## src/rtl/two_wheel_platform_if.sv

```systemverilog
// Pin bundle between the chassis controller and the outside world:
// host UART line, H-bridge drive pins and wheel-encoder inputs.
interface two_wheel_platform_if;
  logic       RX;
  logic       TX;
  logic [1:0] Mta;
  logic       ENa;
  logic [1:0] Mtb;
  logic       ENb;
  logic [1:0] Evnt;

  modport slave  (input RX, Evnt, output TX, Mta, ENa, Mtb, ENb);
  modport master (output RX, Evnt, input TX, Mta, ENa, Mtb, ENb);
endinterface

```

## src/rtl/two_wheel_platform.sv

```systemverilog
// UART-commanded two-wheel chassis controller: 8N1 command parser, shared-counter
// PWM for both H-bridges, saturating encoder edge counters reported over TX.
//
// state    | meaning
// R_IDLE   | RX line idle, waiting for a falling edge
// R_START  | half-bit wait, start bit re-check (glitch filter)
// R_DATA   | shifting in 8 data bits, LSB first
// R_STOP   | sampling stop bit
// R_WAIT   | framing error, waiting for RX high before re-arming
// P_IDLE   | parser waiting for a command byte
// P_ARG    | parser waiting for the argument of cmd_q
module two_wheel_platform #(
  parameter string VENDOR   = "Simulation",
  parameter int    MEM_SIZE = 16384,
  parameter int    BAUD_DIV = 768
) (
  input  logic Clk,
  input  logic sys_rst,
  two_wheel_platform_if.slave pins
);
  localparam int CW = $clog2(BAUD_DIV);
  localparam logic [CW-1:0] FULL = CW'(BAUD_DIV - 1);
  localparam logic [CW-1:0] HALF = CW'(BAUD_DIV / 2 - 1);

  typedef enum logic [2:0] {R_IDLE, R_START, R_DATA, R_STOP, R_WAIT} rx_st_t;
  typedef enum logic {P_IDLE, P_ARG} p_st_t;

  logic cfg_unused;
  assign cfg_unused = (MEM_SIZE > 0) && (VENDOR != "");

  logic [1:0]    rx_sync_q;
  logic          rx_prev_q;
  rx_st_t        rx_st_q, rx_st_d;
  logic [CW-1:0] rx_cnt_q, rx_cnt_d;
  logic [2:0]    rx_bit_q, rx_bit_d;
  logic [7:0]    rx_sh_q, rx_sh_d;
  logic          rx_valid_q, rx_valid_d;

  p_st_t      p_st_q, p_st_d;
  logic [7:0] cmd_q, cmd_d;
  logic [7:0] duty_a_q, duty_a_d, duty_b_q, duty_b_d;
  logic [1:0] dir_a_q, dir_a_d, dir_b_q, dir_b_d;
  logic [1:0] mta_q, mtb_q;
  logic       push, clr;

  logic [7:0] pwm_q;
  logic       en_a_q, en_b_q;

  logic [1:0] ev_s1_q, ev_s2_q, ev_s3_q, rise;
  logic [7:0] cnt_a_q, cnt_a_d, cnt_b_q, cnt_b_d;

  logic [7:0]    q0_q, q0_d, q1_q, q1_d;
  logic [1:0]    q_cnt_q, q_cnt_d;
  logic          tx_busy_q, tx_busy_d;
  logic [9:0]    tx_sh_q, tx_sh_d;
  logic [3:0]    tx_bit_q, tx_bit_d;
  logic [CW-1:0] tx_cnt_q, tx_cnt_d;
  logic          tx_done, load;

  logic rx_s, rx_fall;
  assign rx_s    = rx_sync_q[1];
  assign rx_fall = rx_prev_q & ~rx_s;

  always_comb begin
    rx_st_d    = rx_st_q;
    rx_cnt_d   = rx_cnt_q;
    rx_bit_d   = rx_bit_q;
    rx_sh_d    = rx_sh_q;
    rx_valid_d = 1'b0;
    case (rx_st_q)
      R_IDLE: if (rx_fall) begin
        rx_st_d  = R_START;
        rx_cnt_d = HALF;
      end
      R_START: if (rx_cnt_q == '0) begin
        if (rx_s) rx_st_d = R_IDLE;
        else begin
          rx_st_d  = R_DATA;
          rx_cnt_d = FULL;
          rx_bit_d = 3'd0;
        end
      end else rx_cnt_d = rx_cnt_q - 1'b1;
      R_DATA: if (rx_cnt_q == '0) begin
        rx_sh_d  = {rx_s, rx_sh_q[7:1]};
        rx_cnt_d = FULL;
        rx_bit_d = rx_bit_q + 3'd1;
        if (rx_bit_q == 3'd7) rx_st_d = R_STOP;
      end else rx_cnt_d = rx_cnt_q - 1'b1;
      R_STOP: if (rx_cnt_q == '0) begin
        if (rx_s) begin
          rx_valid_d = 1'b1;
          rx_st_d    = R_IDLE;
        end else rx_st_d = R_WAIT;
      end else rx_cnt_d = rx_cnt_q - 1'b1;
      R_WAIT: if (rx_s) rx_st_d = R_IDLE;
      default: rx_st_d = R_IDLE;
    endcase
  end

  always_comb begin
    p_st_d   = p_st_q;
    cmd_d    = cmd_q;
    duty_a_d = duty_a_q;
    duty_b_d = duty_b_q;
    dir_a_d  = dir_a_q;
    dir_b_d  = dir_b_q;
    push     = 1'b0;
    clr      = 1'b0;
    if (rx_valid_q) begin
      if (p_st_q == P_ARG) begin
        p_st_d = P_IDLE;
        case (cmd_q)
          8'h41:   duty_a_d = rx_sh_q;
          8'h42:   duty_b_d = rx_sh_q;
          8'h44: begin
            dir_a_d = rx_sh_q[1:0];
            dir_b_d = rx_sh_q[3:2];
          end
          default: ;
        endcase
      end else begin
        case (rx_sh_q)
          8'h41, 8'h42, 8'h44: begin
            p_st_d = P_ARG;
            cmd_d  = rx_sh_q;
          end
          8'h53: begin
            duty_a_d = 8'd0;
            duty_b_d = 8'd0;
            dir_a_d  = 2'b00;
            dir_b_d  = 2'b00;
          end
          // a pending response blocks a new report so counts are never lost
          8'h45: if (q_cnt_q == 2'd0) begin
            push = 1'b1;
            clr  = 1'b1;
          end
          default: ;
        endcase
      end
    end
  end

  assign rise = ev_s2_q & ~ev_s3_q;

  always_comb begin
    cnt_a_d = cnt_a_q;
    cnt_b_d = cnt_b_q;
    if (clr) begin
      cnt_a_d = {7'd0, rise[0]};
      cnt_b_d = {7'd0, rise[1]};
    end else begin
      if (rise[0] && cnt_a_q != 8'hFF) cnt_a_d = cnt_a_q + 8'd1;
      if (rise[1] && cnt_b_q != 8'hFF) cnt_b_d = cnt_b_q + 8'd1;
    end
  end

  assign tx_done = tx_busy_q && (tx_cnt_q == '0) && (tx_bit_q == 4'd9);
  assign load    = (q_cnt_q != 2'd0) && (!tx_busy_q || tx_done);

  always_comb begin
    q0_d      = q0_q;
    q1_d      = q1_q;
    q_cnt_d   = q_cnt_q;
    tx_busy_d = tx_busy_q;
    tx_sh_d   = tx_sh_q;
    tx_bit_d  = tx_bit_q;
    tx_cnt_d  = tx_cnt_q;
    if (push) begin
      q0_d    = cnt_a_q;
      q1_d    = cnt_b_q;
      q_cnt_d = 2'd2;
    end
    if (load) begin
      tx_sh_d   = {1'b1, q0_q, 1'b0};
      tx_busy_d = 1'b1;
      tx_bit_d  = 4'd0;
      tx_cnt_d  = FULL;
      q0_d      = q1_q;
      q_cnt_d   = q_cnt_q - 2'd1;
    end else if (tx_busy_q) begin
      if (tx_cnt_q == '0) begin
        if (tx_bit_q == 4'd9) tx_busy_d = 1'b0;
        else begin
          tx_sh_d  = {1'b1, tx_sh_q[9:1]};
          tx_bit_d = tx_bit_q + 4'd1;
          tx_cnt_d = FULL;
        end
      end else tx_cnt_d = tx_cnt_q - 1'b1;
    end
  end

  always_ff @(posedge Clk) begin
    if (sys_rst) begin
      rx_sync_q  <= 2'b11;
      rx_prev_q  <= 1'b1;
      rx_st_q    <= R_IDLE;
      rx_cnt_q   <= '0;
      rx_bit_q   <= 3'd0;
      rx_sh_q    <= 8'd0;
      rx_valid_q <= 1'b0;
      p_st_q     <= P_IDLE;
      cmd_q      <= 8'd0;
      duty_a_q   <= 8'd0;
      duty_b_q   <= 8'd0;
      dir_a_q    <= 2'b00;
      dir_b_q    <= 2'b00;
      mta_q      <= 2'b00;
      mtb_q      <= 2'b00;
      pwm_q      <= 8'd0;
      en_a_q     <= 1'b0;
      en_b_q     <= 1'b0;
      ev_s1_q    <= 2'b00;
      ev_s2_q    <= 2'b00;
      ev_s3_q    <= 2'b00;
      cnt_a_q    <= 8'd0;
      cnt_b_q    <= 8'd0;
      q0_q       <= 8'd0;
      q1_q       <= 8'd0;
      q_cnt_q    <= 2'd0;
      tx_busy_q  <= 1'b0;
      tx_sh_q    <= 10'h3FF;
      tx_bit_q   <= 4'd0;
      tx_cnt_q   <= '0;
    end else begin
      rx_sync_q  <= {rx_sync_q[0], pins.RX};
      rx_prev_q  <= rx_s;
      rx_st_q    <= rx_st_d;
      rx_cnt_q   <= rx_cnt_d;
      rx_bit_q   <= rx_bit_d;
      rx_sh_q    <= rx_sh_d;
      rx_valid_q <= rx_valid_d;
      p_st_q     <= p_st_d;
      cmd_q      <= cmd_d;
      duty_a_q   <= duty_a_d;
      duty_b_q   <= duty_b_d;
      dir_a_q    <= dir_a_d;
      dir_b_q    <= dir_b_d;
      mta_q      <= dir_a_q;
      mtb_q      <= dir_b_q;
      pwm_q      <= pwm_q + 8'd1;
      en_a_q     <= pwm_q < duty_a_q;
      en_b_q     <= pwm_q < duty_b_q;
      ev_s1_q    <= pins.Evnt;
      ev_s2_q    <= ev_s1_q;
      ev_s3_q    <= ev_s2_q;
      cnt_a_q    <= cnt_a_d;
      cnt_b_q    <= cnt_b_d;
      q0_q       <= q0_d;
      q1_q       <= q1_d;
      q_cnt_q    <= q_cnt_d;
      tx_busy_q  <= tx_busy_d;
      tx_sh_q    <= tx_sh_d;
      tx_bit_q   <= tx_bit_d;
      tx_cnt_q   <= tx_cnt_d;
    end
  end

  assign pins.TX  = tx_busy_q ? tx_sh_q[0] : 1'b1;
  assign pins.Mta = mta_q;
  assign pins.Mtb = mtb_q;
  assign pins.ENa = en_a_q;
  assign pins.ENb = en_b_q;
endmodule

```

## src/flat_wrapper.sv

```systemverilog
// flat-port wrapper written by rule: the top's interface ports become plain ports
module two_wheel_platform_flat 
#(
  parameter string VENDOR   = "          ",
  parameter int    MEM_SIZE = 16384,
  parameter int    BAUD_DIV = 768
)
  (Clk, sys_rst, pins_RX, pins_Evnt, pins_TX, pins_Mta, pins_ENa, pins_Mtb, pins_ENb);
  two_wheel_platform_if pins_i ();
  input  logic Clk;
  input  logic sys_rst;
  input wire logic [$bits(pins_i.RX)-1:0] pins_RX;
  input wire logic [$bits(pins_i.Evnt)-1:0] pins_Evnt;
  output wire logic [$bits(pins_i.TX)-1:0] pins_TX;
  output wire logic [$bits(pins_i.Mta)-1:0] pins_Mta;
  output wire logic [$bits(pins_i.ENa)-1:0] pins_ENa;
  output wire logic [$bits(pins_i.Mtb)-1:0] pins_Mtb;
  output wire logic [$bits(pins_i.ENb)-1:0] pins_ENb;
  assign pins_i.RX = pins_RX;
  assign pins_i.Evnt = pins_Evnt;
  assign pins_TX = pins_i.TX;
  assign pins_Mta = pins_i.Mta;
  assign pins_ENa = pins_i.ENa;
  assign pins_Mtb = pins_i.Mtb;
  assign pins_ENb = pins_i.ENb;
  two_wheel_platform #(.VENDOR(VENDOR), .MEM_SIZE(MEM_SIZE), .BAUD_DIV(BAUD_DIV)) u_core (.Clk(Clk), .sys_rst(sys_rst), .pins(pins_i));
endmodule
```

## config.mk

```make
export PLATFORM = sky130hd
export DESIGN_NAME = two_wheel_platform_flat
export DESIGN_NICKNAME = d
export VERILOG_FILES = /design/src/rtl/two_wheel_platform_if.sv /design/src/rtl/two_wheel_platform.sv /design/src/flat_wrapper.sv
export SDC_FILE = /design/constraint.sdc
export NUM_CORES = 1
export LEC_CHECK = 0
export ABC_AREA = 1
export CAP_MARGIN = 20
export CORE_UTILIZATION = 50
export CTS_CLUSTER_SIZE = 14
export DETAILED_ROUTE_END_ITERATION = 8
export PLACE_DENSITY_LB_ADDON = 0.1
export SKIP_LAST_GASP = 1
export SLEW_MARGIN = 40
export SYNTH_ARGS = -nofsm -noshare
export SYNTH_HDL_FRONTEND = slang
export SYNTH_SLANG_ARGS = --single-unit
```

## constraint.sdc

```tcl
create_clock -name Clk -period 4.18 [get_ports Clk]
set_input_delay 0.836 -clock Clk [delete_from_list [all_inputs] [get_ports Clk]]
set_output_delay 0.836 -clock Clk [all_outputs]
set_load 0.05 [all_outputs]
```

After elaboration in Yosys (flattened, before gate mapping)
Cells that the tools add are included.
{"block": "op_classes", "n_reduce_logical": 36, "n_bitwise": 8, "n_addsub": 8, "muxes": 57, "eq_ne": 31, "magnitude_cmp": 2}
{"operator": "two-way mux 10 bit", "n": 9}
{"operator": "equality test 8 x 7 -> 1 bit (second input constant)", "n": 8}
{"operator": "two-way mux 8 bit", "n": 7}
{"operator": "case mux 10 bit (4 select lines)", "n": 1}
{"operator": "two-way mux 9 bit", "n": 4}
{"operator": "two-way mux 3 bit", "n": 10}
{"operator": "adder 8 x 1 -> 8 bit (second input constant)", "n": 3}
{"operator": "logical NOT 10 bit", "n": 2}
{"operator": "subtractor 10 x 1 -> 10 bit (second input constant)", "n": 2}
{"operator": "AND reduction 3 bit", "n": 6}
{"operator": "< comparator 8 bit", "n": 2}
{"operator": "two-way mux 1 bit", "n": 16}
{"operator": "two-way mux 2 bit", "n": 8}
{"operator": "!= test 8 bit (second input constant)", "n": 2}
{"operator": "nonzero test 2 bit", "n": 8}
{"operator": "case mux 3 bit (5 select lines)", "n": 1}
{"operator": "!= test 2 x 1 -> 1 bit (second input constant)", "n": 7}
{"operator": "!= test 2 bit (second input constant)", "n": 6}
{"operator": "AND reduction 4 bit", "n": 2}
{"operator": "equality test 3 x 2 -> 1 bit (second input constant)", "n": 2}
{"operator": "equality test 3 bit (second input constant)", "n": 2}
{"operator": "case mux 3 bit (2 select lines)", "n": 1}
{"operator": "AND reduction 2 bit", "n": 3}
{"operator": "AND reduction 6 bit", "n": 1}
{"operator": "other kinds (19)", "n": 29}
{"block": "totals", "output_inout_bits": 7, "reg_bits": 135, "input_bits": 5, "word_cells": 175}

Logic depth before layout (Yosys ltp)
Gate-level depths: netlist of the first run.
{"block": "logic_depth", "depth_word": 7, "mapped_depth": 13, "ltp_nobuf": 12}

Worst setup path before layout of the first run
OpenSTA, ideal clock, no wires.
{"block": "synth_path", "kind": "reg-to-output", "from": "register u_core.tx_busy_q", "to": "output pins_TX", "path_buffers": 1, "t_arrival_ns": 0.907, "stages_incl_launch_ff": 3, "path_slack_ns": 2.437, "path_cell_list": "dfxtp_1 > clkbuf_1 > nand2_1"}
{"block": "synth_between", "elab_chain_cells": 1}
{"item": "start: declaration", "line": "two_wheel_platform.sv:54", "rtl": "logic tx_busy_q, tx_busy_d;"}
{"item": "start signal: assignment", "line": "two_wheel_platform.sv:252", "rtl": "tx_busy_q <= tx_busy_d;"}
{"item": "two-way mux 1 bit", "line": "two_wheel_platform.sv:259", "rtl": "assign pins.TX = tx_busy_q ? tx_sh_q[0] : 1'b1;"}
{"item": "end: declaration", "line": "flat_wrapper.sv:14", "rtl": "output wire logic [$bits(pins_i.TX)-1:0] pins_TX;"}
Every way passes these cells.

Worst setup path after layout of the first run
Same ends and word-level chain as after synthesis.

==> results of run 1 <==
[worst paths after layout]
| kind | from | end | slack [ns] | depth (start not counted) |
|---|---|---|---|---|
| worst min register to register | u_core.ev_s1_q[1] | u_core.ev_s2_q[1] | 0.40 | 2 |
| worst min-delay path | u_core.ev_s1_q[1] | u_core.ev_s2_q[1] | 0.40 | 2 |
| worst max register to register | u_core.p_st_q | u_core.cnt_a_q[7] | 1.81 | 7 |
| worst max-delay path | u_core.tx_busy_q | pins_TX | 1.59 | 2 |
[synthesized netlist by cell type (all sizes together) (2+ instances only)]
master / number / area, um2
nand2: 217 / 840
dfxtp: 135 / 2700
inv: 123 / 462
nor2: 103 / 417
a21oi: 83 / 415
o21ai: 73 / 365
nand3: 49 / 250
ha: 24 / 300
nand4: 18 / 113
clkbuf: 17 / 73.8
buf: 10 / 67.6
nor3: 10 / 50.1
xor2: 9 / 78.8
o211ai: 7 / 52.6
or2: 5 / 31.3
xnor2: 4 / 35.0
nand3b: 3 / 22.5
o21bai: 3 / 22.5
and2: 2 / 12.5
clkinv: 2 / 7.51
o21a: 2 / 15.0
[cell type report]
type                            count  area, um2  share of cell area [%]
Clock inverter                      8        140                    1.95
Multi-Input combinational cell    616       3050                    42.3
Inverter                          125        469                    6.51
Timing Repair Buffer               13        120                    1.67
Sequential cell                   135       2700                    37.5
Clock buffer                       24        512                    7.11
Tap cell                          168        210                    2.92
[critical path: stages, from the launching register on]
cell and delay, ns:
dfxtp_1 0.53, nand2_1 0.10, clkdlybuf4s50_1 0.71
[kinds of logic after synthesis]
| family | after synthesis | share of synthesized area [%] |
|---|---|---|
| AO/OA/AOI/OAI | 170 | 13.9 |
| flip-flops | 135 | 42.5 |
| adder cells (fa/ha/maj) | 24 | 4.72 |
| XOR/XNOR | 13 | 1.79 |
| AND/OR/NAND/NOR | 409 | 27.5 |
| buffers and inverters | 152 | 9.60 |
[state kept, by name, indices dropped and copies added (netlist names), 3 cells and up]
register,count
u_core.tx_cnt_q,10
u_core.rx_cnt_q,10
u_core.tx_bit_q,4
u_core.cnt_a_q,8
u_core.q0_q,8
u_core.tx_sh_q,9
u_core.q1_q,8
u_core.pwm_q,8
u_core.rx_bit_q,3
u_core.rx_sh_q,8
u_core.cmd_q,8
u_core.rx_st_q,3
u_core.cnt_b_q,8
u_core.duty_a_q,8
u_core.duty_b_q,8
[through the flow]
stage          utilization [%]  power (uW)  cell area, um2  hold slack, ns
6_report                  59.0        3570            7200           0.400
5_1_grt                   59.0        3760            7200           0.417
4_1_cts                   59.0        3590            7200           0.402
3_5_place_dp              53.6        1960            6550           0.394
3_3_place_gp              53.6        1950            6550           0.389
2_1_floorplan                -        1850            6360           0.388
[power groups by stage]
stage	sequential (uW)	clock, uW	combinational [uW]
6_report	1410	1620	541
5_1_grt	1420	1720	628
4_1_cts	1410	1650	533
3_5_place_dp	1430	0	529
3_3_place_gp	1430	0	517
2_1_floorplan	1420	0	427
[layer usage]
layer	global-route usage [%]	part of all wire, %	vias to the layer above
met5	0	0	-
met4	7.71	1.6	0
met3	5.22	3.5	23
met2	36.5	46	80
met1	26.8	49	2521
li1	-	-	2915
==> results.json, run 1 <==
{
  "power.switching_uw": 956,
  "synth_seq_cells": 135,
  "ios": 12,
  "clock_sinks": 135,
  "yosysSeqAreaShare_pct": 42.5,
  "leakage_uw": 0.00319,
  "path_clk_slew_ns": 0.05,
  "area_growth_pct": 13.2,
  "vias": 5539,
  "clkPwrFrac_pct": 45.4,
  "tns_ns": 0,
  "status": "completed",
  "layout_commonest_cell": "nand2_1",
  "nets": 937,
  "worst_slack_ns": 1.59,
  "die_w_um": 115,
  "rows": 40,
  "fmax_mhz": 386,
  "drv_cap": 0,
  "cts_buffer_depth": 2,
  "p_per_area_nw_per_um2": 496,
  "combinationalPowerShare_pct": 15.1,
  "synth_ff_type": "dfxtp_1",
  "syn_inst": 903,
  "grt_pass1_wl_um": 22800,
  "drv_slew": 0,
  "dieHeight_um": 115,
  "cp-end-kind": "output port",
  "crit_required_ns": 3.34,
  "gp_congestion": 0.850,
  "dp_slack_ns": 1.80,
  "ant_nets": 0,
  "track_usage_pct": 21.6,
  "drcViolationCount": 0,
  "skew_ns": 0.00636,
  "cts_tree": "yes",
  "clockRootBuffer": "clkbuf_16",
  "vdd.ir_drop.worst_mv": 0.299,
  "grt_overflow": 0,
  "final_cell_mix": "nand2_1, dfxtp_1, inv_1, nor2_1, a21oi_1",
  "fin_cells": 1089,
  "grt_max_degree": 47,
  "fin_crit_sh_pct": 61.9,
  "seqPwrFrac_pct": 39.4,
  "antenna_found_initial": 0,
  "synth_fp_nets": 932,
  "via_per_inst": 5.09,
  "criticalPathCategory": "reg2out",
  "setup_viol": 0,
  "rsz0062_at_grt": "no",
  "grt_pass1_vias": 5199,
  "synthArstFlopShare_pct": 0,
  "ys.warnings.count": 0,
  "die_area_um2": 13200,
  "post-dp-hpwl_um": 8540,
  "placed_cells": 1057,
  "cts_setup_buffers": 0,
  "drtIter0Drc": 398,
  "clock_latency_ns": 0.42,
  "h-tree-depth": 4,
  "numCtsBuffers": 17,
  "arrival_ns": 1.75,
  "drtPass1Iterations": 5,
  "routedWlPerCell_um": 11.7,
  "fin_crit_ns": 2.59,
  "start_util_pct": 52.1,
  "hold_violations": 0,
  "avgSynthCellArea_um2": 7.04,
  "ys_types": 36,
  "cts_hold_buf": 0,
  "antenna_cells": 0,
  "fp.coreArea_um2": 12200,
  "drt-total-wl_um": 12700,
  "cts_resized": 0,
  "critPathMaxFanout": 8,
  "io_buffers": 11,
  "relSlewSlack_pct": 49.7,
  "timing_worst_slew_pin_value_ns": 0.753,
  "p_int_uw": 2620,
  "layout-drive-gt1-share_pct": 6.08,
  "synth_edf_count": 0,
  "hold_class": "reg2reg",
  "final.fill_count": 1161,
  "mappedNetlistArea_um2": 6360,
  "start_kind": "flop",
  "switching_share_pct": 26.7
}
No activity file was read; power rests on OpenSTA's default activity.
==> inputs of run 2 (changes only) <==
clock period = 2.35 ns   (was 4.18 ns; I/O delays follow)
==> results.json, run 2 (synthesis results as in run 1) <==
{
  "drtPass1Iterations": 5,
  "clock_sinks": 135,
  "vdd.ir_drop.worst_mv": 0.485,
  "nets": 944,
  "critPathMaxFanout": 8,
  "slowest_stage": "clkdlybuf4s50_1",
  "fp.coreArea_um2": 12200,
  "hold_class": "reg2reg",
  "timing_worst_slew_pin_value_ns": 0.574,
  "path_clk_slew_ns": 0.05,
  "ios": 12,
  "layout-drive-gt1-share_pct": 6.47,
  "drtIter0Drc": 366,
  "via_per_inst": 5.02,
  "fmax_mhz": 452,
  "start_util_pct": 52.1,
  "final_cell_mix": "nand2_1, dfxtp_1, inv_1, nor2_1, a21oi_1",
  "hold_violations": 0,
  "fin_crit_sh_pct": 94.1,
  "cts_resized": 0,
  "tns_ns": 0,
  "p_per_area_nw_per_um2": 867,
  "die_area_um2": 13200,
  "start_kind": "flop",
  "fin_crit_ns": 2.21,
  "track_usage_pct": 21.0,
  "criticalPathCategory": "reg2out",
  "arrival_ns": 1.74,
  "layout_commonest_cell": "nand2_1",
  "grt_max_degree": 43,
  "antenna_cells": 0,
  "clockRootBuffer": "clkbuf_16",
  "clock_latency_ns": 0.41,
  "status": "completed",
  "cts_buffer_depth": 2,
  "antenna_found_initial": 0,
  "rsz0062_at_grt": "no",
  "die_w_um": 115,
  "cp-end-kind": "output port",
  "final.fill_count": 1172,
  "path_cells": "nand2_1 -> clkdlybuf4s50_1",
  "skew_ns": 0.00420,
  "rows": 40,
  "gp_congestion": 0.904,
  "dieHeight_um": 115,
  "drv_slew": 0,
  "cp_slowest_stage_delay_ns": 0.71,
  "grt_pass1_wl_um": 22100,
  "cts_hold_buf": 0,
  "grt_overflow": 0,
  "cts_setup_buffers": 0,
  "drv_cap": 0,
  "reg_top3": "u_core.rx_cnt_q: 10 flops, u_core.tx_cnt_q: 10 flops, u_core.tx_sh_q: 9 flops",
  "crit_required_ns": 1.88,
  "cts_tree": "yes",
  "numCtsBuffers": 17,
  "leakage_uw": 0.00321,
  "drt-total-wl_um": 12800,
  "io_buffers": 11,
  "hold_slack_ns": 0.401,
  "ant_nets": 0,
  "post-dp-hpwl_um": 8970,
  "routedWlPerCell_um": 11.7,
  "grt_pass1_vias": 5078,
  "vias": 5500,
  "setup_viol": 0,
  "h-tree-depth": 4,
  "relSlewSlack_pct": 61.6,
  "area_growth_pct": 13.6,
  "drcViolationCount": 0
}
run 2: cell types whose count changed in the layout (fill, tap and decap cells not counted):
cell / previous run / this run
buf_4: 2 / 9
clkbuf_1: 1 / 4
clkbuf_8: 6 / 3
clkinv_2: 4 / 3
clkinv_4: 0 / 1
run 2: area by class of cell:
type                       count  area (um2)  area share [%]
timing repair buffer          20         173            2.39
inverter                     125         469            6.49
clock buffer                  24         482            6.66
clock inverter                 8         144            1.99
tap                          168         210            2.91
multi-input combinational    616        3050            42.2
sequential                   135        2700            37.4
run 2: worst paths after layout:
path | start | to | slack [ns] | cells past startpoint
worst min-delay path | u_core.ev_s1_q[1] | u_core.ev_s2_q[1] | 0.40 | 2
worst max register to register | u_core.rx_cnt_q[0] | u_core.rx_sh_q[1] | 0.40 | 11
worst max-delay path | u_core.tx_busy_q | pins_TX | 0.14 | 2
worst min register to register | u_core.ev_s1_q[1] | u_core.ev_s2_q[1] | 0.40 | 2
run 2: where the power goes:
group | leakage [uW] | internal [uW] | total (uW) | switching [uW]
sequential | 0.00109 | 2400 | 2500 | 110
clock | 0.000308 | 1860 | 2790 | 931
combinational | 0.00181 | 335 | 970 | 635
total | 0.00321 | 4590 | 6260 | 1680
run 2: through the flow:
step	utilization (%)	instances	setup WS [ns]	total power, uW	area (um2)
2_1_floorplan	-	903	0.653	3290	6360
3_3_place_gp	54.1	1064	0.506	3500	6600
3_5_place_dp	54.1	1064	0.433	3510	6600
4_1_cts	59.2	1096	0.113	6320	7230
5_1_grt	59.2	1096	0.0718	6590	7230
6_report	59.2	1096	0.139	6260	7230
run 2: metal layers:
metal | up-vias | part of all wire [%] | track usage, %
li1 | 2919 | - | -
met5 | - | 0 | 0
met4 | 0 | 1.8 | 8.83
met3 | 21 | 2.8 | 4.38
met1 | 2487 | 49 | 26.8
met2 | 73 | 46 | 34.7
run 2: worst max-delay path: cells and delay by family (launching register included):
| kind | cells | cell delay [ns] |
|---|---|---|
| DFF | 1 | 0.53 |
| and+or+nand+nor | 1 | 0.09 |
| buffers and inverters | 1 | 0.71 |
